[src/rtl/prom_pkg.sv]
// Shared widths and scanner state encoding for the PROM scanner slice.
package prom_pkg;
   localparam int PROM_ADDR_W = 5;
   localparam int PROM_DATA_W = 8;
   localparam int SCAN_LEN_W  = 6;

   typedef enum logic [1:0] {
      IDLE  = 2'd0,
      RUN   = 2'd1,
      DRAIN = 2'd2
   } scan_state_e;
endpackage

[src/rtl/prom_scan_fifo.sv]
// Synchronous FIFO with occupancy output and synchronous reset flush.
// DEPTH must be a power of two so the pointers wrap naturally.
module prom_scan_fifo #(
   parameter  int DEPTH = 4,
   parameter  int WIDTH = 9,
   localparam int PTR_W = $clog2(DEPTH),
   localparam int OCC_W = PTR_W + 1
) (
   input  logic             clk,
   input  logic             rst,
   input  logic             push,
   input  logic [WIDTH-1:0] push_data,
   input  logic             pop,
   output logic [WIDTH-1:0] pop_data,
   output logic [OCC_W-1:0] occupancy,
   output logic             empty
);
   logic [WIDTH-1:0] r_mem [DEPTH];
   logic [PTR_W-1:0] r_wr_ptr;
   logic [PTR_W-1:0] r_rd_ptr;
   logic [OCC_W-1:0] r_count;
   logic             w_do_push;
   logic             w_do_pop;

   // A push into a full FIFO is only accepted when a pop frees a slot in the same cycle.
   assign w_do_pop  = pop && (r_count != '0);
   assign w_do_push = push && ((r_count != OCC_W'(DEPTH)) || w_do_pop);

   // Storage array; contents need no reset because empty masks the head.
   always_ff @(posedge clk) begin
      if (w_do_push) r_mem[r_wr_ptr] <= push_data;
   end

   // Pointers and occupancy; reset flushes the queue.
   always_ff @(posedge clk) begin
      if (rst) begin
         r_wr_ptr <= '0;
         r_rd_ptr <= '0;
         r_count  <= '0;
      end else begin
         if (w_do_push) r_wr_ptr <= r_wr_ptr + 1'b1;
         if (w_do_pop)  r_rd_ptr <= r_rd_ptr + 1'b1;
         case ({w_do_push, w_do_pop})
            2'b10:   r_count <= r_count + 1'b1;
            2'b01:   r_count <= r_count - 1'b1;
            default: r_count <= r_count;
         endcase
      end
   end

   assign pop_data  = r_mem[r_rd_ptr];
   assign occupancy = r_count;
   assign empty     = (r_count == '0);
endmodule

[src/rtl/prom_scanner.sv]
// Address sequencer + stream adapter in front of a 32x8 registered PROM.
// Optional checksum accumulator enabled by defining PROM_SCANNER_CSUM_EN.
module prom_scanner
   import prom_pkg::*;
#(
   parameter int FIFO_DEPTH = 4
) (
   input  logic                   clk,
   input  logic                   rst,
   input  logic                   start,
   input  logic [PROM_ADDR_W-1:0] base,
   input  logic [SCAN_LEN_W-1:0]  len,
   output logic [PROM_ADDR_W-1:0] prom_addr,
   input  logic [PROM_DATA_W-1:0] prom_data,
   output logic [PROM_DATA_W-1:0] out_data,
   output logic                   out_valid,
   output logic                   out_last,
   input  logic                   out_ready,
   output logic                   busy,
   output logic                   done,
   output logic [7:0]             out_csum
);
   localparam int OCC_W = $clog2(FIFO_DEPTH) + 1;

   scan_state_e            r_state;
   scan_state_e            w_next;
   logic [2:1]             r_vld_pipe;   // [1]: address at PROM, [2]: data on prom_data
   logic [PROM_ADDR_W-1:0] r_addr;
   logic [SCAN_LEN_W-1:0]  r_len;
   logic [SCAN_LEN_W-1:0]  r_issued;
   logic [SCAN_LEN_W-1:0]  r_push_cnt;
   logic                   r_done;
   logic                   w_issue;
   logic                   w_done_set;
   logic                   w_accept;
   logic                   w_hs;
   logic                   w_push;
   logic                   w_push_last;
   logic                   w_room;
   logic [OCC_W:0]         w_pending;
   logic [OCC_W-1:0]       w_occ;
   logic                   w_empty;
   logic [PROM_DATA_W:0]   w_head;

   // Reads in flight are reserved FIFO slots, so a captured byte always has room.
   assign w_pending = {1'b0, w_occ} + (OCC_W+1)'(r_vld_pipe[1]) + (OCC_W+1)'(r_vld_pipe[2]);
   assign w_room    = w_pending < (OCC_W+1)'(FIFO_DEPTH);
   assign w_accept  = (r_state == IDLE) && start;
   assign w_hs      = out_valid && out_ready;

   // State register.
   always_ff @(posedge clk) begin
      if (rst) r_state <= IDLE;
      else     r_state <= w_next;
   end

   // Next-state, issue strobe and completion strobe.
   always_comb begin
      w_next     = r_state;
      w_issue    = 1'b0;
      w_done_set = 1'b0;
      case (r_state)
         IDLE: begin
            if (start) begin
               if (len != '0) begin
                  w_issue = 1'b1;
                  w_next  = RUN;
               end else begin
                  w_done_set = 1'b1;
               end
            end
         end
         RUN: begin
            if (r_issued == r_len)  w_next  = DRAIN;
            else if (w_room)        w_issue = 1'b1;
         end
         DRAIN: begin
            if (w_hs && w_head[PROM_DATA_W]) begin
               w_done_set = 1'b1;
               w_next     = IDLE;
            end
         end
         default: w_next = IDLE;
      endcase
   end

   assign w_push      = r_vld_pipe[2];
   assign w_push_last = (r_push_cnt == r_len - 1'b1);

   // Address walk, issue/capture bookkeeping and the done pulse.
   always_ff @(posedge clk) begin
      if (rst) begin
         r_addr     <= '0;
         r_len      <= '0;
         r_issued   <= '0;
         r_push_cnt <= '0;
         r_vld_pipe <= '0;
         r_done     <= 1'b0;
      end else begin
         r_vld_pipe <= {r_vld_pipe[1], w_issue};
         r_done     <= w_done_set;
         if (w_push) r_push_cnt <= r_push_cnt + 1'b1;
         if (w_accept) begin
            r_len      <= len;
            r_push_cnt <= '0;
            r_issued   <= SCAN_LEN_W'(w_issue);
            if (w_issue) r_addr <= base;
         end else if (w_issue) begin
            r_addr   <= r_addr + 1'b1;   // wraps 31 -> 0
            r_issued <= r_issued + 1'b1;
         end
      end
   end

   prom_scan_fifo #(
      .DEPTH (FIFO_DEPTH),
      .WIDTH (PROM_DATA_W + 1)
   ) u_fifo (
      .clk       (clk),
      .rst       (rst),
      .push      (w_push),
      .push_data ({w_push_last, prom_data}),
      .pop       (w_hs),
      .pop_data  (w_head),
      .occupancy (w_occ),
      .empty     (w_empty)
   );

   assign out_valid = !w_empty;
   assign out_data  = out_valid ? w_head[PROM_DATA_W-1:0] : '0;
   assign out_last  = out_valid ? w_head[PROM_DATA_W] : 1'b0;
   assign prom_addr = r_addr;
   assign busy      = (r_state != IDLE);
   assign done      = r_done;

`ifdef PROM_SCANNER_CSUM_EN
   logic [7:0] r_csum;

   // Running XOR of delivered bytes; cleared by an accepted start.
   always_ff @(posedge clk) begin
      if (rst)           r_csum <= '0;
      else if (w_accept) r_csum <= '0;
      else if (w_hs)     r_csum <= r_csum ^ out_data;
   end

   assign out_csum = r_csum;
`else
   assign out_csum = 8'h00;
`endif
endmodule
[config.mk]
export PLATFORM = sky130hd
export DESIGN_NAME = prom_scanner
export DESIGN_NICKNAME = d
export VERILOG_FILES = /design/src/rtl/prom_pkg.sv /design/src/rtl/prom_scan_fifo.sv /design/src/rtl/prom_scanner.sv
export SDC_FILE = /design/constraint.sdc
export NUM_CORES = 1
export LEC_CHECK = 0
export CAP_MARGIN = 20
export CORE_MARGIN = 4
export CORE_UTILIZATION = 42
export DETAILED_ROUTE_END_ITERATION = 6
export GPL_TIMING_DRIVEN = 0
export PLACE_DENSITY_LB_ADDON = 0.3
export SKIP_LAST_GASP = 1
export SYNTH_ARGS = -nofsm -noshare
export SYNTH_HDL_FRONTEND = slang
export SYNTH_SLANG_ARGS = --single-unit
[constraint.sdc]
create_clock -name clk -period 6.6 [get_ports clk]
set_clock_uncertainty 0.05 [all_clocks]
set_input_delay 0.99 -clock clk [delete_from_list [all_inputs] [get_ports clk]]
set_output_delay 0.99 -clock clk [all_outputs]
set_load 0.1 [all_outputs]
==> summary.md <==
| Metric | Value |
|---|---|
| Status | `complete, no violations` |
| Final nets | `391` |
| H-tree lvl count | `3` |
| Tightest Pin Transition | `0.971 ns` |
| Synth Register Bits | `73` |
| Fmax | `266 MHz` |
| Initial antenna violation count | `0` |
| Fin. Hold Viols | `0` |
| Tmin final | `about 3.8 ns` |
| Pwr per Cell Area | `~370 nW/um^2` |
| Final setup fails | `0` |
| Tot GR Track Use | `0.146` |
| Filler cells | `between 700 and 800` |
| Die ar. | `9620 sq um` |
| Hold depth | `1` |
| Remaining Overflow, GRT | `0` |
| Clk_lat worst skew | `approximately 0.35 ns` |
| Post-CTS Hold Buffers | `0` |
| Post-Route WL | `just under 7000 microns` |
| Worst Setup Slack, final | `between 2 and 3 ns` |
| Worst Path Max Fanout | `9` |
| Startpoint Class | `flip-flop` |
| Area share of the largest cell type after synthesis | `0.317` |
| GPL Wtd Cong | `0.847` |
| Vias | `2412` |
| Synth warnings | `0` |
| Vias per inst | `5.20` |
| Chip Width | `slightly below 100 microns` |
| Row Count | `32` |
| Clock buffer depth | `2` |
| Lkg Pwr | `1.46 nW` |
| Core box area | `7810 sq um` |
| Number of global-route vias before repair | `2334` |
| Final Max Tran Viols | `0` |
| Reg clk slew, reported paths | `~0.080 ns` |
| Crit Path Category | `reg2out` |
| Cell Area, Synth | `3410 sq um` |
| Post-synth cell types | `51` |
| Synth Instances | `300` |
| Final Cycle Share | `0.570` |
| Register area share after synthesis | `0.534` |
| ANT nets after route | `0` |
| Ant. Diodes | `0` |
| Max transition margin | `0.351` |
| Clk sinks | `73` |
| Share of layout cells above drive strength 1 | `0.127` |
| Area growth syn-to-layout | `21.3%` |
| DRT iter0 DRCs | `156` |
| Worst R2R Setup Slack | `4.02 ns` |
| Max-cap violations | `0` |
| Worst IR Drop VDD | `approximately 150 uV` |
| Cts bufs inserted | `9` |
| Length in cells of the worst reg-to-reg path | `6` |
| Prevailing post-synth register cell | `dfxtp_1` |
| WL per Instance | `14.6 microns` |
| Post-synth ARST share | `0` |
| Die height | `roughly 98 microns` |
| Count leader, synth | `dfxtp_1` |
| Dpl ws | `3.17 ns` |
| Synth cell count leaders | `37 x dfxtp_1, 36 x edfxtp_1, 23 x nor2_1` |
| PortBufs | `39` |
| EDFF count, synth | `36` |
| Post-cts resize count | `0` |
| Hpwl dp | `4780 microns` |
| Min-delay worst type | `reg2reg` |
| Global-route wire length before repair | `11300 microns` |
| CP Data Arrival Time | `2.72 ns` |
| Area leader, netlist | `edfxtp_1` |
| Starting Density | `0.437` |
| Area contributors post-synth | `edfxtp_1 32%, dfxtp_1 22%, mux4_2 5.9%` |
| Critical path endpoint category | `output pin` |
| Largest net degree at the start of global routing | `16` |
| DRC Markers | `0` |
| Clock tree from TritonCTS | `yes` |
| Post-CTS Setup Bufs | `0` |
| Setup TNS | `0 ns` |
| Req. time, crit path | `5.56 ns` |
| Pre-Repair DR Iteration Count | `5` |
| RSZ-0062 raised after global routing | `false` |
| Avg Inst Size Synth | `about 11 sq um` |
| I/O Pins | `48` |
| CTS root buffer | `clkbuf_8` |
[layout by cell type (no fill, tap or decap), types with 4 or more instances in the layout]
cell and count:
conb_1 8, clkbuf_1 10, nor2_1 23, xnor2_1 13, inv_1 7, nand3_1 7, nand2_1 19, inv_6 4
mux4_2 9, nor3_1 6, a21oi_1 22, xor2_1 11, buf_4 8, and2_1 17, clkbuf_8 9, dfxtp_1 37
edfxtp_1 36, clkdlybuf4s50_1 39, ha_1 10, or3_1 8, nand4_1 5, o21ai_1 4
[flip-flops by register name, indices dropped and copies added (netlist names), named ones only]
register	cells
done	1
prom_addr	5
r_issued	6
r_len	6
r_push_cnt	6
r_state	2
r_vld_pipe	2
u_fifo.occupancy	3
u_fifo.r_mem	36
u_fifo.r_rd_ptr	2
u_fifo.r_wr_ptr	2
[worst max-delay path, cell delays in order (launching register included)]
cell and delay, ns:
dfxtp_1 0.31, clkbuf_1 0.46, mux4_2 0.33, and2_1 0.14, clkdlybuf4s50_1 1.13
[stage by stage]
stage / utilization / instance area [sq um] / cells / power, mW / hold slack, ns
final: 0.530 / 4140 / 464 / 1.53 / 0.424
after global routing: 0.530 / 4140 / 464 / 1.60 / 0.447
after CTS: 0.530 / 4140 / 464 / 1.54 / 0.426
after detailed placement: 0.506 / 3950 / 448 / 1.22 / 0.412
after global placement: 0.506 / 3950 / 448 / 1.21 / 0.404
after floorplan: - / 3440 / 307 / 1.07 / 0.389
[layout make-up]
| class | count | area (sq um) | share of cell area |
|---|---|---|---|
| buffer | 22 | 124 | 0.0299 |
| clock buffer | 9 | 124 | 0.0299 |
| clock inverter | 7 | 58.8 | 0.0142 |
| inverter | 9 | 33.8 | 0.00817 |
| multi-input combinational | 203 | 1460 | 0.352 |
| sequential | 73 | 1820 | 0.440 |
| tap | 102 | 128 | 0.0309 |
| timing repair buffer | 39 | 390 | 0.0944 |
[power breakdown]
group / internal (mW) / switching [mW] / leakage (nW)
Clock: 0.142 / 0.180 / 0.0872
Combinational: 0.196 / 0.469 / 0.739
Sequential: 0.511 / 0.0329 / 0.629
[final timing paths]
kind / to / from
setup / recovery: out_last / flip-flop
hold / removal: r_vld_pipe[2] / r_vld_pipe[1]
setup reg to reg: prom_addr[0] / u_fifo.occupancy[0]
hold reg to reg: r_vld_pipe[2] / r_vld_pipe[1]
[layer usage]
metal | part of all wire | vias to the layer above | routed length (microns) | track usage
met3 | 0.054 | 9 | 364 | 0.0421
met2 | 0.49 | 58 | 3320 | 0.237
li1 | - | 1176 | - | -
met5 | 0 | - | 0 | 0
met1 | 0.44 | 1169 | 3010 | 0.189
met4 | 0.014 | 0 | 94 | 0.0447
[cell families (layout without fill, tap and decap cells)]
kind of cell | Yosys count | after routing | share of synthesized area
adder cells (fa/ha/maj) | 11 | 11 | 0.0426
flip-flops | 73 | 73 | 0.534
XOR/XNOR | 24 | 24 | 0.0617
AO/OA/AOI/OAI | 49 | 49 | 0.0936
multiplexers | 12 | 12 | 0.0683
buffers and inverters | 31 | 86 | 0.0462
AND/OR/NAND/NOR | 99 | 99 | 0.152
other | 1 | 8 | 0.00110
(Power assumes the default switching activity.)
